===== src/rtl/button_event_if.sv =====
`default_nettype none
// ============================================================================
// Module   : button_event_if
// Brief    : Single-entry button event handshake (valid/ready, code, overflow)
// Revision : 1.0 - initial release
// ============================================================================
interface button_event_if;
  logic       evt_valid;
  logic [1:0] evt_code;
  logic       evt_ready;
  logic       evt_ovf;

  modport master (
    output evt_valid,
    output evt_code,
    output evt_ovf,
    input  evt_ready
  );

  modport slave (
    input  evt_valid,
    input  evt_code,
    input  evt_ovf,
    output evt_ready
  );
endinterface
`default_nettype wire


===== src/rtl/button_event.sv =====
`default_nettype none
// ============================================================================
// Module   : button_event
// Brief    : Decodes a debounced button into press/release/hold/repeat events.
//            Repeat generation is enabled by the macro BUTTON_EVENT_REPEAT_EN.
// Revision : 1.0 - initial release
// ============================================================================
module button_event #(
  parameter bit PB_ACTIVE_LOW = 1'b1,
  parameter int HOLD_TICKS    = 50,
  parameter int REPEAT_TICKS  = 10,
  parameter int CNT_W         = 8
) (
  input  wire logic      clock,
  input  wire logic      rst_n,
  input  wire logic      tick,
  input  wire logic      pb_level,
  output logic           press,
  output logic           release_pulse,
  output logic           hold,
  output logic           repeat_pulse,
  output logic           pressed,
  button_event_if.master evt
);

  localparam logic [1:0] c_st_idle    = 2'd0;
  localparam logic [1:0] c_st_pressed = 2'd1;
  localparam logic [1:0] c_st_repeat  = 2'd2;

  localparam logic [1:0] c_ev_press   = 2'd0;
  localparam logic [1:0] c_ev_release = 2'd1;
  localparam logic [1:0] c_ev_hold    = 2'd2;
  localparam logic [1:0] c_ev_repeat  = 2'd3;

  localparam logic             c_idle_level = PB_ACTIVE_LOW;
  localparam logic [CNT_W-1:0] c_hold_last  = CNT_W'(HOLD_TICKS - 1);
  localparam logic [CNT_W-1:0] c_rep_last   = CNT_W'(REPEAT_TICKS - 1);
  localparam logic [CNT_W-1:0] c_cnt_one    = CNT_W'(1);

`ifdef BUTTON_EVENT_REPEAT_EN
  localparam bit c_repeat_en = 1'b1;
`else
  localparam bit c_repeat_en = 1'b0;
`endif

  logic             r_sync1;
  logic             r_sync2;
  logic [1:0]       r_state;
  logic [CNT_W-1:0] r_cnt;
  logic             r_ev_fire;
  logic [1:0]       r_ev_code;
  logic             r_evt_valid;
  logic [1:0]       r_evt_code;
  logic             r_evt_ovf;

  logic             w_p;
  logic [1:0]       w_next_state;
  logic [CNT_W-1:0] w_next_cnt;
  logic             w_ev_fire;
  logic [1:0]       w_ev_code;

  // XOR with the polarity turns the synchronized level into active-high "pressed"
  assign w_p = r_sync2 ^ PB_ACTIVE_LOW;

  always_ff @(posedge clock or negedge rst_n) begin
    if (!rst_n) begin
      r_sync1   <= c_idle_level;
      r_sync2   <= c_idle_level;
      r_state   <= c_st_idle;
      r_cnt     <= '0;
      r_ev_fire <= 1'b0;
      r_ev_code <= c_ev_press;
    end else begin
      r_sync1   <= pb_level;
      r_sync2   <= r_sync1;
      r_state   <= w_next_state;
      r_cnt     <= w_next_cnt;
      r_ev_fire <= w_ev_fire;
      r_ev_code <= w_ev_code;
    end
  end

  always_comb begin
    w_next_state = r_state;
    w_next_cnt   = r_cnt;
    w_ev_fire    = 1'b0;
    w_ev_code    = c_ev_press;
    case (r_state)
      c_st_idle: begin
        if (w_p) begin
          w_next_state = c_st_pressed;
          w_next_cnt   = '0;
          w_ev_fire    = 1'b1;
          w_ev_code    = c_ev_press;
        end
      end
      c_st_pressed: begin
        // release is checked first so it wins over a hold due on the same tick
        if (!w_p) begin
          w_next_state = c_st_idle;
          w_next_cnt   = '0;
          w_ev_fire    = 1'b1;
          w_ev_code    = c_ev_release;
        end else if (tick) begin
          if (r_cnt == c_hold_last) begin
            w_next_state = c_st_repeat;
            w_next_cnt   = '0;
            w_ev_fire    = 1'b1;
            w_ev_code    = c_ev_hold;
          end else begin
            w_next_cnt = r_cnt + c_cnt_one;
          end
        end
      end
      c_st_repeat: begin
        if (!w_p) begin
          w_next_state = c_st_idle;
          w_next_cnt   = '0;
          w_ev_fire    = 1'b1;
          w_ev_code    = c_ev_release;
        end else if (tick && c_repeat_en) begin
          if (r_cnt == c_rep_last) begin
            w_next_cnt = '0;
            w_ev_fire  = 1'b1;
            w_ev_code  = c_ev_repeat;
          end else begin
            w_next_cnt = r_cnt + c_cnt_one;
          end
        end
      end
      default: begin
        w_next_state = c_st_idle;
        w_next_cnt   = '0;
      end
    endcase
  end

  always_comb begin
    pressed       = (r_state != c_st_idle);
    press         = r_ev_fire && (r_ev_code == c_ev_press);
    release_pulse = r_ev_fire && (r_ev_code == c_ev_release);
    hold          = r_ev_fire && (r_ev_code == c_ev_hold);
`ifdef BUTTON_EVENT_REPEAT_EN
    repeat_pulse  = r_ev_fire && (r_ev_code == c_ev_repeat);
`else
    repeat_pulse  = 1'b0;
`endif
  end

  // A new event while the slot is full and not being taken is dropped
  always_ff @(posedge clock or negedge rst_n) begin
    if (!rst_n) begin
      r_evt_valid <= 1'b0;
      r_evt_code  <= c_ev_press;
      r_evt_ovf   <= 1'b0;
    end else if (w_ev_fire) begin
      if (!r_evt_valid || evt.evt_ready) begin
        r_evt_valid <= 1'b1;
        r_evt_code  <= w_ev_code;
      end else begin
        r_evt_ovf <= 1'b1;
      end
    end else if (r_evt_valid && evt.evt_ready) begin
      r_evt_valid <= 1'b0;
    end
  end

  assign evt.evt_valid = r_evt_valid;
  assign evt.evt_code  = r_evt_code;
  assign evt.evt_ovf   = r_evt_ovf;

endmodule
`default_nettype wire


===== src/flat_wrapper.sv =====
// flat-port wrapper written by rule: the top's interface ports become plain ports
module button_event_flat 
#(
  parameter bit PB_ACTIVE_LOW = 1'b1,
  parameter int HOLD_TICKS    = 50,
  parameter int REPEAT_TICKS  = 10,
  parameter int CNT_W         = 8
)
  (clock, rst_n, tick, pb_level, press, release_pulse, hold, repeat_pulse, pressed, evt_evt_valid, evt_evt_code, evt_evt_ovf, evt_evt_ready);
  button_event_if evt_i ();
  input  wire logic clock;
  input  wire logic rst_n;
  input  wire logic tick;
  input  wire logic pb_level;
  output logic press;
  output logic release_pulse;
  output logic hold;
  output logic repeat_pulse;
  output logic pressed;
  output wire logic [$bits(evt_i.evt_valid)-1:0] evt_evt_valid;
  output wire logic [$bits(evt_i.evt_code)-1:0] evt_evt_code;
  output wire logic [$bits(evt_i.evt_ovf)-1:0] evt_evt_ovf;
  input wire logic [$bits(evt_i.evt_ready)-1:0] evt_evt_ready;
  assign evt_evt_valid = evt_i.evt_valid;
  assign evt_evt_code = evt_i.evt_code;
  assign evt_evt_ovf = evt_i.evt_ovf;
  assign evt_i.evt_ready = evt_evt_ready;
  button_event #(.PB_ACTIVE_LOW(PB_ACTIVE_LOW), .HOLD_TICKS(HOLD_TICKS), .REPEAT_TICKS(REPEAT_TICKS), .CNT_W(CNT_W)) u_core (.clock(clock), .rst_n(rst_n), .tick(tick), .pb_level(pb_level), .press(press), .release_pulse(release_pulse), .hold(hold), .repeat_pulse(repeat_pulse), .pressed(pressed), .evt(evt_i));
endmodule

===== config.mk =====
export PLATFORM = sky130hd
export DESIGN_NAME = button_event_flat
export DESIGN_NICKNAME = d
export VERILOG_FILES = /design/src/rtl/button_event_if.sv /design/src/rtl/button_event.sv /design/src/flat_wrapper.sv
export SDC_FILE = /design/constraint.sdc
export NUM_CORES = 1
export LEC_CHECK = 0
export ABC_CLOCK_PERIOD_IN_PS = 2500
export CAP_MARGIN = 10
export CELL_PAD_IN_SITES_DETAIL_PLACEMENT = 2
export CELL_PAD_IN_SITES_GLOBAL_PLACEMENT = 2
export CORE_ASPECT_RATIO = 1.4
export CORE_MARGIN = 2
export CORE_UTILIZATION = 36
export CTS_BUF_LIST = sky130_fd_sc_hd__clkbuf_4 sky130_fd_sc_hd__clkbuf_8
export CTS_CLUSTER_DIAMETER = 120
export DETAILED_ROUTE_END_ITERATION = 10
export PLACE_DENSITY = 0.85
export SYNTH_ARGS = -nofsm -noshare
export SYNTH_HDL_FRONTEND = slang
export SYNTH_SLANG_ARGS = --single-unit

===== constraint.sdc =====
create_clock -name clock -period 2.5 [get_ports clock]
set_clock_uncertainty 0.05 [all_clocks]
set_input_delay 0.75 -clock clock [delete_from_list [all_inputs] [get_ports clock]]
set_output_delay 0.75 -clock clock [all_outputs]
set_load 0.03 [all_outputs]

==> impl_metrics.toml <==
[run_status]
run_status = "finished, final reports clean"

[sta]
report.final.slew_viol_count = 0
finalCritPeriodShare = 0.9575
rsz0062_at_grt = "false"
min_period_ns = 2.394
fmax_ghz = 0.4178
maxSlewHeadroom = 0.5933
worstMarginPinSlew_ns = 0.6025
setup_viol_count_final = 0
hold_violations = 0
tns_ns = 0

[clock_tree]
cts_setup_buffers = 0
clk-insertion-delay-late_ns = 0.31
clk_path_buf_depth = 2
postCtsHoldBufs = 0
cts_sinks = 19
root_buffer = "clkbuf_4"
path_clk_slew_ns = 0.11
cts_made_buffers = 3
cts_htree_levels = 1
cts_tree = "built"

[logic_synthesis]
synth_top_area_frac = 0.4320
synth.area.top_cells = "dfrtp_1, ha_1, dfstp_2, a21oi_1, or3_1"
yosys.cell_types.count = 35
syn_inst = 92
yosysSeqAreaShare = 0.4854
synth_seq_cells = 19
synth.largest_area_cell = "dfrtp_1"
yosysWarnings = 0
syn_avg_cell_area_sq_um = 10.70
synth_area_sq_um = 984.7
synth_fp_nets = 103

[power_and_ir_drop]
p_total_mw = 1.167
leakagePower_nw = 0.5363
vdd_ir_drop_max_v = 0.0003240
powerDensity_nw_per_um2 = 958.3

[cells_and_area]
fin_util = 0.4656
final_cell_mix = "dfrtp_1, clkdlybuf4s50_1, a21oi_1"
nets = 123
diodes = 0
drive_above_1_share = 0.1802
areaGrowthSynthToFinish_pct = 23.63
mostFrequentLayoutCell = "dfrtp_1"

[worst_setup_path]
critPathTopFamily = "buffers and inverters"
slowest_delay_ns = 0.67
critical-path-slowest-cell = "clkdlybuf4s50_1"
worstRegToRegCells = 6
r2r_end = "u_core.evt.evt_code[1]$_DFFE_PN0P_"
startpoint = "u_core.r_ev_code[0]$_DFF_PN0_"
cp_max_fo = 3
cp_num_buf_inv = 1
r2r-start = "u_core.r_cnt[1]$_DFFE_PN0P_"
rrSetupSlack_ns = 0.17
worstSetupEndpointType = "output pin"
critical_path_class = "flip-flop to output pin"
crit_chain = "and3b_1 > clkdlybuf4s50_1"
crit_required_ns = 1.70
arrival_ns = 1.59
endpoint = "hold"
critPathLaunchType = "flip-flop"
crit_cells = 2

[die]
die_area_sq_um = 3175
coreArea_sq_um = 2615
io_pins = 14
die_w_um = 48.20
start_util = 0.3766
rows = 22
die_h_um = 65.88

[drt]
ant_nets = 0
drt_iter0_markers = 14
vias = 805
dr.pass1.iters = 4
wl_um = 2562
post_drt_wl_per_cell_um = 17.43
drc = 0
vias_per_cell = 5.476

[placed_design]
gp_congestion = 0.7838
io_buffers = 12
dpl.hpwl_um = 2076

[global_route]
grt_usage = 0.1912
grt_pass1_wl_um = 4222
antenna_found_initial = 0
grt_overflow = 0
grt_pass1_vias = 927
grt_max_degree = 13

[run]
maxCapViolCount = 0

[min_path]
holdCritPathClass = "flip-flop to flip-flop"
[cells by family (layout without fill, tap and decap cells)]
kind of cell,after synthesis,after routing,synth area share
AOI/OAI and AO/OA,23,23,0.1728
adders and majority gates,6,6,0.07624
buffers and inverters,8,27,0.03431
DFF,19,19,0.4854
muxes,2,2,0.02033
other,1,1,0.003808
and+or+nand+nor,33,33,0.2071
[cells in the mapped netlist]
| cell type | n |
|---|---|
| or4_4 | 1 |
| a21o_1 | 2 |
| ha_1 | 6 |
| a22o_1 | 1 |
| nand2b_1 | 1 |
| o21ai_0 | 4 |
| nor3b_1 | 1 |
| buf_4 | 1 |
| a31oi_4 | 1 |
| or3_2 | 2 |
| conb_1 | 1 |
| nand4_1 | 1 |
| nor3_1 | 1 |
| o221a_2 | 1 |
| nor2b_1 | 2 |
| nand3_1 | 4 |
| or3_1 | 4 |
| nand2_1 | 5 |
| or4b_4 | 1 |
| and3b_1 | 2 |
| a21oi_1 | 7 |
| clkbuf_1 | 1 |
| o311ai_0 | 1 |
| a22o_2 | 1 |
| a211o_1 | 1 |
| nor2_1 | 3 |
| dfstp_2 | 2 |
| and3_1 | 1 |
| or2_2 | 2 |
| or4_1 | 2 |
| mux2i_1 | 2 |
| inv_1 | 6 |
| o31ai_1 | 3 |
| dfrtp_1 | 17 |
| o31a_1 | 1 |
[stage by stage]
| stage | cells | setup slack, ns | cell area, sq um | hold WS [ns] |
|---|---|---|---|---|
| 6_report | 147 | 0.1062 | 1217 | 0.3133 |
| 5_1_grt | 147 | 0.04205 | 1217 | 0.3276 |
| 4_1_cts | 147 | 0.05210 | 1215 | 0.3149 |
| 3_5_place_dp | 143 | 0.002627 | 1189 | 0.2978 |
| 3_3_place_gp | 143 | 0.04356 | 1189 | 0.2972 |
| 2_1_floorplan | 92 | 0.3243 | 984.7 | 0.2952 |
[timing repair]
item / in CTS / in global routing
gates resized for setup: 1 / 1
pin swaps: 0 / 0
endpoints found under the setup margin: 1 / 1
[flip-flops by register name (all words and copies together), names as in the netlist]
signal	cells
u_core.r_ev_code	2
u_core.evt.evt_valid	1
u_core.r_ev_fire	1
u_core.r_state	2
u_core.r_cnt	8
u_core.r_sync1	1
u_core.r_sync2	1
u_core.evt.evt_code	2
u_core.evt.evt_ovf	1
[cell type report]
type	instances	area, sq um
inverter	6	22.52
clock buffer	3	22.52
tap	36	45.04
multi-input combinational	65	473.0
fill	289	1398
sequential	19	478.0
timing repair buffer	17	171.4
clock inverter	1	5.005
[worst reg2reg max path, cell delays in order, from the launching register on]
cell,delay [ns]
dfrtp_1,0.44
inv_1,0.08
ha_1,0.13
or4b_4,0.46
or4_4,0.52
a211o_1,0.31
a22o_1,0.23
[how the worst min path moves through the flow]
stage | from | to | slack (ns) | cells past startpoint
detailed placement | u_core.r_sync1$_DFF_PN1_ | u_core.r_sync2$_DFF_PN1_ | 0.30 | 0
CTS | u_core.r_sync1$_DFF_PN1_ | u_core.r_sync2$_DFF_PN1_ | 0.31 | 0
finish | u_core.r_sync1$_DFF_PN1_ | u_core.r_sync2$_DFF_PN1_ | 0.31 | 0
global route | u_core.r_sync1$_DFF_PN1_ | u_core.r_sync2$_DFF_PN1_ | 0.33 | 0
floorplan | u_core.r_sync1$_DFF_PN1_ | u_core.r_sync2$_DFF_PN1_ | 0.30 | 0
global placement | u_core.r_sync1$_DFF_PN1_ | u_core.r_sync2$_DFF_PN1_ | 0.30 | 0
[metal layers]
layer  vias up  share of wire  global-route usage
met3         9          0.039             0.03552
met1       406           0.36              0.1969
met4         0          0.026             0.08108
li1        371              -                   -
met5         -              0                   0
met2        19           0.57              0.3470
[power breakdown]
part	total, mW	internal (mW)	switching (mW)
registers	0.420	0.366	0.0536
clock network	0.158	0.0598	0.0984
logic	0.588	0.264	0.325
(Power assumes the default switching activity.)
